<file path="config.mk">
export PLATFORM = sky130hd
export DESIGN_NAME = tdm_demux4
export DESIGN_NICKNAME = d
export VERILOG_FILES = /design/src/rtl/tdm_demux4.sv
export SDC_FILE = /design/constraint.sdc
export NUM_CORES = 1
export LEC_CHECK = 0
export CORE_MARGIN = 3
export CORE_UTILIZATION = 46
export DETAILED_ROUTE_END_ITERATION = 8
export PLACE_DENSITY = 0.81
export SETUP_SLACK_MARGIN = 0.1
export SLEW_MARGIN = 5
export SYNTH_ARGS = -nofsm -noshare
export SYNTH_HDL_FRONTEND = slang
export SYNTH_SLANG_ARGS = --single-unit
</file>
<file path="constraint.sdc">
create_clock -name clk -period 3.04 [get_ports clk]
set_input_delay 0.456 -clock clk [delete_from_list [all_inputs] [get_ports clk]]
set_output_delay 0.456 -clock clk [all_outputs]
set_load 0.01 [all_outputs]
</file>
<file path="src/rtl/tdm_demux4.sv">
// tdm_demux4: 1-to-4 word demultiplexer with one-entry valid/ready holding registers per channel.
// Define TDM_DEMUX4_AUTOSEL_EN to steer words with the internal round-robin sequencer instead of sel.
module tdm_demux4 #(
   parameter int WIDTH = 8
) (
   input  logic               clk,
   input  logic               rst,
   input  logic               flush,
   input  logic [1:0]         sel,
   input  logic               in_valid,
   output logic               in_ready,
   input  logic [WIDTH-1:0]   in_data,
   output logic [3:0]         ch_valid,
   input  logic [3:0]         ch_ready,
   output logic [4*WIDTH-1:0] ch_data,
   output logic [1:0]         cur_ch,
   output logic               frame_done
);

   logic [1:0]            tgt;
   logic                  accept;
   logic [3:0]            load;
   logic [3:0]            consume;
   logic [3:0]            vld_p1;
   logic [3:0][WIDTH-1:0] data_p1;
   logic                  fd_p1;

`ifdef TDM_DEMUX4_AUTOSEL_EN
   typedef enum logic [1:0] {
      CH0 = 2'd0,
      CH1 = 2'd1,
      CH2 = 2'd2,
      CH3 = 2'd3
   } state_t;

   state_t state, state_nxt;
   logic [1:0] unused_sel;

   always_ff @(posedge clk or posedge rst) begin
      if (rst) begin
         state <= CH0;
      end else begin
         state <= state_nxt;
      end
   end

   // Sequencer only moves on an accepted word; flush parks it on channel 0.
   always_comb begin
      state_nxt = state;
      if (flush) begin
         state_nxt = CH0;
      end else if (accept) begin
         case (state)
            CH0:     state_nxt = CH1;
            CH1:     state_nxt = CH2;
            CH2:     state_nxt = CH3;
            CH3:     state_nxt = CH0;
            default: state_nxt = CH0;
         endcase
      end
   end

   assign unused_sel = sel;
   assign tgt        = state;
`else
   assign tgt = sel;
`endif

   assign cur_ch = tgt;

   // A full target that is draining this cycle still accepts (pass-through).
   assign in_ready = !flush && (!vld_p1[tgt] || ch_ready[tgt]);
   assign accept   = in_valid && in_ready;

   always_comb begin
      load = 4'b0000;
      if (accept) begin
         load[tgt] = 1'b1;
      end
      consume = vld_p1 & ch_ready;
   end

   // ---- stage p1: channel holding registers and frame pulse ----
   always_ff @(posedge clk or posedge rst) begin
      if (rst) begin
         vld_p1  <= '0;
         data_p1 <= '0;
         fd_p1   <= 1'b0;
      end else if (flush) begin
         vld_p1 <= '0;
         fd_p1  <= 1'b0;
      end else begin
         fd_p1 <= accept && (&tgt);
         for (int i = 0; i < 4; i++) begin
            if (load[i]) begin
               vld_p1[i]  <= 1'b1;
               data_p1[i] <= in_data;
            end else if (consume[i]) begin
               vld_p1[i] <= 1'b0;
            end
         end
      end
   end

   assign ch_valid   = vld_p1;
   assign ch_data    = data_p1;
   assign frame_done = fd_p1;

endmodule

</file>
==> results of run 1 <==
registers in the layout, summed over array words and instances (netlist names):
| signal | cells |
|---|---|
| ch_valid | 4 |
| ch_data | 32 |
| frame_done | 1 |
critical path, stage by stage:
cell and delay, ps:
clkdlybuf4s50_1 640, nand4bb_1 170, o311ai_0 130, a21oi_1 140
clkdlybuf4s50_1 550
power groups by stage:
stage	clock [mW]	combinational, mW	sequential [mW]
floorplan	0	0.124	0.691
global placement	0	0.415	0.646
detailed placement	0	0.421	0.649
CTS	0.362	0.425	0.642
global route	0.388	0.446	0.656
finish	0.351	0.418	0.641
kinds of logic after synthesis:
group / Yosys count
buffers and inverters: 7
muxes: 33
AOI/OAI and AO/OA: 6
and+or+nand+nor: 11
DFF: 37
per-stage QoR:
| stage | cells | utilization, % | instance area [sq um] |
|---|---|---|---|
| floorplan | 94 | - | 1524 |
| global placement | 192 | 68.51 | 2126 |
| detailed placement | 192 | 68.51 | 2126 |
| CTS | 200 | 71.25 | 2211 |
| global route | 200 | 71.25 | 2211 |
| finish | 200 | 71.25 | 2211 |
metal layers:
| layer | share of wire, % | up-vias | wire, microns | GRT usage, % |
|---|---|---|---|---|
| met5 | 0 | - | 0 | 0 |
| met4 | 0.94 | 0 | 31 | 6.199 |
| met3 | 8.3 | 4 | 274 | 6.952 |
| met2 | 47 | 50 | 1561 | 28.29 |
| met1 | 43 | 476 | 1426 | 24.48 |
| li1 | - | 453 | - | - |
area by class of cell:
class / count / area share [%]
clock buffer: 7 / 2.490
tap: 44 / 2.490
inverter: 3 / 0.5093
sequential: 37 / 41.88
clock inverter: 1 / 1.358
timing repair buffer: 58 / 26.15
multi-input combinational: 50 / 25.13
worst max-delay path by stage:
stage	from	end	cells past startpoint
final	sel[0]	in_ready	5
after global routing	sel[0]	in_ready	5
after CTS	sel[1]	in_ready	5
after detailed placement	sel[0]	in_ready	5
after global placement	sel[0]	in_ready	5
after floorplan	sel[1]	in_ready	4
cell usage in the layout, fill, tap and decap left out, types with 3 or more instances in the layout:
cell type / netlist / final
clkbuf_4: 0 / 5
clkdlybuf4s50_1: 0 / 57
dfrtp_1: 37 / 37
inv_1: 3 / 3
mux2_2: 24 / 24
mux2_4: 8 / 8
nand2b_1: 4 / 4
o21ai_0: 3 / 3
==> flow_summary.json, run 1 <==
{
  "yosys_warnings": 0,
  "avgSynthCellArea_sq_um": 16.21,
  "vias": 983,
  "synth_top_cell_area_share_pct": 60.76,
  "grt_max_degree": 38,
  "switching_power_uw": 352.3,
  "path_class": "in2out",
  "worstRegToRegCells": 3,
  "yosysTopAreaCell": "dfrtp_1",
  "fin_nets": 173,
  "drive_above_1_share_pct": 28.21,
  "p_int_mw": 1.058,
  "io_pins": 58,
  "seq_area_sq_um": 925.9,
  "multi_input_area_sq_um": 555.5,
  "pwr-share-seq_pct": 45.5,
  "syn_area_sq_um": 1524,
  "die_h_microns": 63.56,
  "synth_compound_gate_area_share_pct": 2.381,
  "first_iter_violations": 45,
  "fin_crit_ps": 2534,
  "slew_headroom_pct": 56.04,
  "min-delay-start": "ch_data[17]$_DFFE_PP0P_",
  "fin_worst_skew_ps": 9.519,
  "track_usage_pct": 18.61,
  "cts-resized-gates": 0,
  "cp_data_arrival_time_ps": 2080,
  "cp-end-kind": "primary output",
  "initial_core_util_pct": 49.11,
  "chipWidth_microns": 63.56,
  "coreArea_sq_um": 3103,
  "num_rows": 20,
  "synth_edf_count": 0,
  "ys_ff_latch": 37,
  "die_area_sq_um": 4040,
  "crit_fanout": 8,
  "min_path_type": "reg2reg",
  "required_ps": 2580,
  "p_sw_share_pct": 24.98,
  "place_ws_ps": 496.7,
  "holdWs_ps": 514.6,
  "yosys-top-cells-area": "dfrtp_1, mux2_2, mux2_4",
  "drc": 0,
  "period_share_pct": 83.36,
  "synthTopCellsByCount": "dfrtp_1, mux2_2, mux2_4, nand2b_1",
  "wirelength_mm": 3.293,
  "min_path_cells": 1,
  "vias_per_cell": 4.915,
  "status": "complete, no violations",
  "diodes": 0,
  "numClockSinks": 37,
  "fmax_mhz": 394.6,
  "cts_inserted_buffers": 5,
  "rsz0062_at_grt": "false",
  "hold_violations": 0,
  "grt_overflow_total": 0,
  "clockBufferDepth": 2,
  "cap_violations": 0,
  "r2r_slack_ps": 1410,
  "cts_tree": "built",
  "post_drt_wl_per_cell_microns": 16.47,
  "htreeDepth": 2,
  "fin_ws_ps": 505.9,
  "cts_root_buffer": "clkbuf_4",
  "syn2layout_area_growth_pct": 45.07,
  "async_flop_share_pct": 100.0,
  "cts_setup_buffers": 0,
  "powerDensity_nw_per_um2": 637.9,
  "grt_pass1_vias": 1070,
  "rr_endpoint": "ch_data[12]$_DFFE_PP0P_",
  "tightest_slew_ps": 658.8,
  "hold_end": "ch_data[17]$_DFFE_PP0P_",
  "synth.distinct_cells": 20,
  "yosys.cell_count.top_type": "dfrtp_1",
  "synth_top_family_by_area": "multiplexers",
  "synthCells": 94,
  "power.leakage_nw": 0.9554,
  "synthMuxAreaShare_pct": 26.27,
  "synth_xor_area_share_pct": 0,
  "clock_power_share_pct": 24.9,
  "dpl.hpwl_mm": 2.328,
  "firstDrtPassIters": 4,
  "antenna_found_initial": 0,
  "ir_drop_mv": 0.4401,
  "synthAdderAreaFrac_pct": 0,
  "startpoint_type": "input port",
  "grt_pass1_wl_mm": 5.747,
  "setup_viol": 0,
  "synth-main-ff-cell": "dfrtp_1",
  "synthSimpleGateAreaFrac_pct": 7.800,
  "reg2reg_from": "ch_valid[1]$_DFFE_PP0P_",
  "setup_tns_ps": 0,
  "drv_slew": 0,
  "synth_nets": 112,
  "io_buffers": 57,
  "clk-insertion-delay-late_ps": 340,
  "clk_pin_slew_worst_paths_ps": 100,
  "fillers": 239,
  "drtAntennaViolNets": 0,
  "cts-hold-fix-buffers": 0,
  "pwr-share-comb_pct": 29.6,
  "gp_congestion": 0.7851,
  "seq_area_frac_synth_pct": 60.76,
  "fin_total_pwr_mw": 1.410
}
Note: power is estimated with default switching activity, not from simulation.
==> run 2: changes to the inputs <==
Settings changed: CORE_UTILIZATION 46 to 43, PLACE_DENSITY 0.81 to 0.77.
Clock period 3.04 ns to 2.5 ns, I/O delays scaled along.
==> run 2 against run 1 <==
Against the previous run: cell area shrank 0.45%; wire length shrank 2.5%; sequential cell count stayed put; critical path depth unchanged; first-iteration DRC count decreased by 33%; critical path type unchanged.
==> flow_summary.json, run 2 (synthesized netlist as in run 1, its figures left out) <==
{
  "cts_setup_buffers": 0,
  "status": "complete, no violations",
  "power.leakage_nw": 0.9504,
  "drive_above_1_share_pct": 28.93,
  "coreArea_sq_um": 3203,
  "rsz0062_at_grt": "false",
  "fin_nets": 176,
  "grt_pass1_vias": 1108,
  "setup_viol": 0,
  "drc": 0,
  "r2r_slack_ps": 1130,
  "gp_congestion": 0.7245,
  "worstRegToRegCells": 4,
  "vias_per_cell": 5.020,
  "drv_slew": 0,
  "cp_data_arrival_time_ps": 1840,
  "cap_violations": 0,
  "grt_overflow_total": 0,
  "drtAntennaViolNets": 0,
  "clockBufferDepth": 2,
  "first_iter_violations": 30,
  "grt_max_degree": 25,
  "period_share_pct": 88.50,
  "required_ps": 2120,
  "cp-end-kind": "primary output",
  "crit_fanout": 3,
  "dpl.hpwl_mm": 2.354,
  "cts_inserted_buffers": 5,
  "min_path_type": "in2async",
  "cts_root_buffer": "clkbuf_4",
  "wirelength_mm": 3.212,
  "setup_tns_ps": 0,
  "grt_pass1_wl_mm": 5.623,
  "initial_core_util_pct": 47.58,
  "fillers": 261,
  "largest_reg_flops": 32,
  "path_class": "in2out",
  "post_drt_wl_per_cell_microns": 15.82,
  "die_h_microns": 65.53,
  "antenna_found_initial": 0,
  "multi_input_area_sq_um": 555.5,
  "crit_end": "in_ready",
  "seq_area_sq_um": 925.9,
  "crit_start": "ch_ready[3]",
  "io_buffers": 57,
  "num_rows": 20,
  "powerDensity_nw_per_um2": 720.2,
  "fmax_mhz": 452.0,
  "layout_common_cells": "clkdlybuf4s50_1, dfrtp_1, mux2_2",
  "die_area_sq_um": 4294,
  "cts-resized-gates": 0,
  "fin_ws_ps": 287.5,
  "firstDrtPassIters": 3,
  "hold_violations": 0,
  "fin_worst_skew_ps": 8.032,
  "cts-hold-fix-buffers": 0,
  "place_ws_ps": 304.6,
  "numClockSinks": 37,
  "reg2reg_from": "ch_valid[1]$_DFFE_PP0P_",
  "clk-insertion-delay-late_ps": 340,
  "diodes": 0,
  "fin_crit_ps": 2213,
  "cts_tree": "built",
  "slew_headroom_pct": 64.37,
  "fin_total_pwr_mw": 1.585,
  "io_pins": 58,
  "startpoint_type": "input port",
  "vias": 1019,
  "ir_drop_mv": 0.5388,
  "track_usage_pct": 17.48,
  "chipWidth_microns": 65.53,
  "syn2layout_area_growth_pct": 44.42,
  "htreeDepth": 2,
  "tightest_slew_ps": 533.8,
  "final_common_cell": "clkdlybuf4s50_1",
  "clk_pin_slew_worst_paths_ps": 100,
  "rr_endpoint": "ch_data[13]$_DFFE_PP0P_"
}
[run 2: how the worst min path moves through the flow]
stage / slack, ps / cells past startpoint / endpoint
finish: 380 / 2 / ch_data[29]$_DFFE_PP0P_
detailed placement: 490 / 1 / ch_data[26]$_DFFE_PP0P_
floorplan: 470 / 1 / ch_valid[1]$_DFFE_PP0P_
CTS: 380 / 2 / ch_data[5]$_DFFE_PP0P_
global route: 420 / 2 / ch_data[5]$_DFFE_PP0P_
global placement: 490 / 1 / ch_data[21]$_DFFE_PP0P_
[run 2: layout make-up]
type                            count  area share [%]
Sequential cell                    37           42.07
Timing Repair Buffer               61           27.29
Multi-Input combinational cell     50           25.24
Tap cell                           44           2.501
Clock buffer                        7           2.047
Inverter                            3          0.5117
Clock inverter                      1          0.3411
[run 2: where the power goes]
| part | switching [mW] | total [mW] | internal (mW) |
|---|---|---|---|
| Sequential | 0.0616 | 0.777 | 0.715 |
| Clock | 0.186 | 0.297 | 0.111 |
| Combinational | 0.176 | 0.511 | 0.335 |
[run 2: critical path, cell delays in order]
cell and delay (ps):
clkdlybuf4s50_1 450, nand2b_1 200, mux2i_1 110, a21oi_1 150
clkdlybuf4s50_1 540
[run 2: per-stage QoR]
step | util, % | cells | instance area, sq um | hold slack [ps]
floorplan | - | 94 | 1524 | 472.3
CTS | 68.71 | 203 | 2201 | 384.9
global placement | 67.07 | 195 | 2148 | 489.6
detailed placement | 67.07 | 195 | 2148 | 493.0
finish | 68.71 | 203 | 2201 | 378.7
global route | 68.71 | 203 | 2201 | 420.2
[run 2: per-layer routing]
metal	global-route usage, %	vias up	part of all wire, %
met4	5.699	0	1.6
met5	0	-	0
met1	21.01	500	42
met2	26.17	53	43
li1	-	460	-
met3	10.26	6	13
